File: config.mk
export PLATFORM = sky130hd
export DESIGN_NAME = reg_write_arbiter
export DESIGN_NICKNAME = d
export VERILOG_FILES = /design/src/rtl/reg_write_arbiter.sv
export SDC_FILE = /design/constraint.sdc
export NUM_CORES = 1
export LEC_CHECK = 0
export ABC_AREA = 1
export CAP_MARGIN = 15
export CORE_MARGIN = 2
export CORE_UTILIZATION = 44
export DETAILED_ROUTE_END_ITERATION = 16
export PLACE_DENSITY = 0.87
export SYNTH_ARGS = -nofsm -noshare
export SYNTH_HDL_FRONTEND = slang
export SYNTH_SLANG_ARGS = --single-unit
File: constraint.sdc
create_clock -name clk -period 3 [get_ports clk]
set_clock_uncertainty 0.05 [all_clocks]
set_input_delay 0.75 -clock clk [delete_from_list [all_inputs] [get_ports clk]]
set_output_delay 0.75 -clock clk [all_outputs]
set_load 0.02 [all_outputs]
File: src/rtl/reg_write_arbiter.sv
// Two-requester register-file write arbiter with a registered write port.
// Define ARB_ROUND_ROBIN_EN for round-robin contention handling; otherwise loads always win.
module reg_write_arbiter #(
    parameter int DATA_W = 32,
    parameter int ADDR_W = 5
) (
    input  logic              clk,
    input  logic              rst_n,
    input  logic              stall_i,
    input  logic              req0_valid_i,
    input  logic [ADDR_W-1:0] req0_addr_i,
    input  logic [DATA_W-1:0] req0_data_i,
    output logic              req0_ready_o,
    input  logic              req1_valid_i,
    input  logic [ADDR_W-1:0] req1_addr_i,
    input  logic [DATA_W-1:0] req1_data_i,
    output logic              req1_ready_o,
    output logic              rf_we_o,
    output logic [ADDR_W-1:0] rf_waddr_o,
    output logic [DATA_W-1:0] rf_wdata_o,
    output logic              busy_o,
    output logic [15:0]       write_count_o
);

    typedef enum logic {IDLE, WRITE} state_t;

    typedef struct packed {
        logic [ADDR_W-1:0] addr;
        logic [DATA_W-1:0] data;
    } wr_req_t;

    state_t  state;
    logic    win1;
    logic    grant0, grant1, xfer;
    wr_req_t sel;

`ifdef ARB_ROUND_ROBIN_EN
    // rr_ptr names the requester that wins the next contended cycle
    logic rr_ptr;

    always_ff @(posedge clk or negedge rst_n) begin
        if (!rst_n)
            rr_ptr <= 1'b0;
        else if (grant0)
            rr_ptr <= 1'b1;
        else if (grant1)
            rr_ptr <= 1'b0;
    end

    assign win1 = rr_ptr;
`else
    assign win1 = 1'b1;
`endif

    always_comb begin
        grant0 = rst_n && !stall_i && req0_valid_i && !(req1_valid_i && win1);
        grant1 = rst_n && !stall_i && req1_valid_i && !(req0_valid_i && !win1);
        xfer   = grant0 || grant1;
        sel    = grant1 ? wr_req_t'{req1_addr_i, req1_data_i}
                        : wr_req_t'{req0_addr_i, req0_data_i};
    end

    assign req0_ready_o = grant0;
    assign req1_ready_o = grant1;

    // Address 0 is accepted and latched but never enables the write
    always_ff @(posedge clk or negedge rst_n) begin
        if (!rst_n) begin
            state         <= IDLE;
            rf_waddr_o    <= '0;
            rf_wdata_o    <= '0;
            write_count_o <= '0;
        end else if (xfer) begin
            rf_waddr_o <= sel.addr;
            rf_wdata_o <= sel.data;
            if (sel.addr != '0) begin
                state         <= WRITE;
                write_count_o <= write_count_o + 16'd1;
            end else begin
                state <= IDLE;
            end
        end else begin
            state <= IDLE;
        end
    end

    assign rf_we_o = (state == WRITE);
    assign busy_o  = rf_we_o;

endmodule
==> summary.txt <==
Yosys
  – Synth top cells by count: nand2_1 (97), a21oi_1 (64), dfrtp_1 (54), nor2_1 (52), nand3_1 (23)
  – Yosys reg bits: 54
  – Post-synth EDFFs: 0
  – Post-synthesis sequential area ratio: 0.4934
  – Largest family of logic cells by synthesized area: simple AND/OR/NAND/NOR gates
  – Library cells used by synthesis: 23
  – Area share of the largest cell type after synthesis: 0.4934
  – Xor/xnor share of the synthesized area: 0.03518
  – Cells after synthesis: 351
  – Synth Area in Simple Gates: 0.2810
  – Synth Flop Type: dfrtp_1
  – Synth warnings: 0
  – Post-synthesis mux area share: 0
  – Most frequent cell after synthesis: nand2_1
  – Synth Area in Compound Gates: 0.1334
  – Ranking of synthesized cells by area: dfrtp_1 (49%), nand2_1 (13%), a21oi_1 (12%)
  – Avg Inst Size Synth: approximately 8 sq um
  – Synthesized area: 2739 sq um
  – Synth area leader: dfrtp_1
  – Synth Area in Adders: 0.004568
  – Async set or reset register ratio after synthesis: 1.000
  – Syn nets: about 430

GRT
  – Total grt overflow: 0
  – Met1 Usage GRT: 0.2861
  – GRT Total Usage: 0.2385
  – M2 GR Usage: 0.3996
  – Met3 usage: 0.09443
  – Initial antenna violation count: 0
  – First-pass GRT wire length: approximately 14000 microns
  – Vias in the first global route: around 2900
  – Largest net degree at the start of global routing: 55
  – Layer with the highest usage: met2

Detailed routing
  – Detail Route Antenna Nets: 0
  – Routed wire length per instance: between 10 and 15 microns
  – Starting DRC count in detailed routing: 133
  – Vias per Instance: 5.229
  – Via Count: a little under 3000
  – DRT Pass-1 Iters: 4
  – Final WL: a little over 8000 microns
  – DRC errors left: 0

Die
  – Row cnt: 28
  – Die height: slightly above 80 microns
  – Core area: around 6000 sq um
  – Starting Density: 0.4599
  – Die width: approximately 83 microns
  – I/O pins: ~140
  – Total die area: approximately 6900 sq um

Cells and area
  – Final instance area: 4239 sq um
  – Number of antenna repair diodes: 0
  – Fraction of layout cells with a size suffix above 1: 0.05372
  – Nets: around 560
  – # fillers: 480
  – Layout area overhead: 54.77%

Clocking
  – Post-CTS setup buffers: 0
  – CTS Hold Bufs: 0
  – Cts repair resizes: 0
  – Worst-path clk slew: 0.09 ns
  – CTS max path bufs: 2
  – CTS Buf Count: 5
  – CTS HTree Levels: 2
  – TritonCTS clock tree: yes
  – TritonCTS Sinks: 54
  – Clock insertion delay at the later pin of the skew report: 0.30 ns
  – Root Driver: clkbuf_8

Flow run
  – MaxCap Viol Count: 0

Critical path
  – Crit Path Max Fanout: 3
  – CP Class: in2out
  – Slowest CP cell: clkdlybuf4s50_1
  – R2r setup slk: 1.37 ns
  – Setup crit start: stall_i
  – Delay of the slowest critical-path stage: around 0.63 ns
  – Buf/Inv on CP: 3
  – CP Launch Type: primary input
  – Critical Path RT: about 2.2 ns
  – Reg-to-reg critical path startpoint: write_count_o[0]
  – R2R cell count: 8
  – CP dominant cell by count: clkdlybuf4s50_1
  – Crit path depth: 5
  – Crit path max-delay family: buffers and inverters
  – RR Endpoint: write_count_o[14]
  – Arr. time, crit path: roughly 2.1 ns
  – Setup crit end kind: primary output
  – Critical path capture point: req0_ready_o
  – Crit path cell chain: clkdlybuf4s50_1 -> inv_1 -> nand3_1 -> nor2_1 -> clkdlybuf4s50_1

Placement
  – Routability Congestion: 0.8609
  – Port Buffers: approximately 140
  – Detailed-placement wirelength estimate: 5955 microns
  – Placed instance area: ~4200 sq um

Pwr
  – Ratio of total power to cell area: a little over 500 nW/um^2
  – Psw: between 0.7 and 0.8 mW
  – Comb pwr share: 0.368
  – Sw frac: 0.3411
  – Internal power: 1.409 mW
  – Overall power: approximately 2.1 mW
  – Reg power frac: 0.441
  – Clock power frac: 0.191
  – Worst VDD drop: ~350 uV
  – Leakage: ~1.9 nW

Timing
  – Slew Limit Fails: 0
  – Final period utilization: 0.9754
  – TNS Setup: 0 ns
  – Final setup fails: 0
  – Worst slew margin relative to its limit: 0.5404
  – RSZ-0062 raised after global routing: no
  – Min Hold Slack: about 0.45 ns
  – Final hold vios: 0
  – Fmax: 0.3417 GHz
  – Worst-margin pin slew: 0.6894 ns
  – Period minus WS final: 2.926 ns

Status
  – Outcome: complete, no violations

Min path
  – Hold crit path type: reg2reg
==> metrics by stage <==
stage	cells	util	setup slack [ns]
after floorplan	351	-	0.7179
after global placement	551	0.6973	0.1062
after detailed placement	551	0.6973	0.08928
after CTS	559	0.7118	0.07453
after global routing	559	0.7118	0.01484
final	559	0.7118	0.07382
==> registers in the layout (all words and copies together), names as in the netlist <==
signal,count
rf_wdata_o,32
busy_o,1
rf_waddr_o,5
write_count_o,16
==> per-layer routing <==
layer,up-vias,wire [microns]
li1,1407,-
met1,1374,3126
met4,0,157
met5,-,0
met2,124,4078
met3,18,790
==> worst min-delay path by stage <==
| stage | from | endpoint | cells past startpoint |
|---|---|---|---|
| CTS | rf_waddr_o[4] | rf_waddr_o[4] | 2 |
| finish | rf_waddr_o[4] | rf_waddr_o[4] | 2 |
| detailed placement | rf_waddr_o[4] | rf_waddr_o[4] | 2 |
| floorplan | rst_n | busy_o | 0 |
| global route | rf_waddr_o[4] | rf_waddr_o[4] | 2 |
| global placement | rf_waddr_o[4] | rf_waddr_o[4] | 2 |
==> cell families after synthesis <==
kind of cell,Yosys count
DFF,54
and+or+nand+nor,184
adders and majority gates,1
buffers and inverters,29
AOI/OAI and AO/OA,72
xor gates and xnor gates,11
==> worst register-to-register path, delay by kind of cell, from the launching register on <==
family                     cells  cell delay, ns
adders and majority gates      1            0.24
and+or+nand+nor                7            0.79
DFF                            1            0.46
==> power by group through the flow <==
stage / Clock [mW] / Combinational (mW) / Sequential, mW
CTS: 0.422 / 0.794 / 0.943
global placement: 0 / 0.776 / 0.950
floorplan: 0 / 0.206 / 1.10
finish: 0.407 / 0.788 / 0.943
global route: 0.451 / 0.848 / 0.960
detailed placement: 0 / 0.789 / 0.956
==> final cells by class <==
type / instances / area [sq um] / area share
flip-flops and latches: 54 / 1351 / 0.3188
multi-input cells: 268 / 1244 / 0.2934
repair buffers: 144 / 1426 / 0.3365
well taps: 75 / 93.84 / 0.02214
inverters: 10 / 37.54 / 0.008855
clock buffers: 6 / 72.57 / 0.01712
clock inverters: 2 / 13.76 / 0.003247
==> cells in the final DEF (no fill, tap or decap), types with 5 or more instances in the layout <==
cell | netlist | layout
nand2_1 | 97 | 97
buf_4 | 4 | 8
dfrtp_1 | 54 | 54
clkdlybuf4s50_1 | 0 | 134
inv_1 | 8 | 8
a21oi_1 | 64 | 64
nand4_1 | 5 | 5
nor2_1 | 52 | 52
clkbuf_8 | 0 | 5
xnor2_1 | 8 | 8
nand3_1 | 23 | 23
No activity file was read; power rests on OpenSTA's default activity.
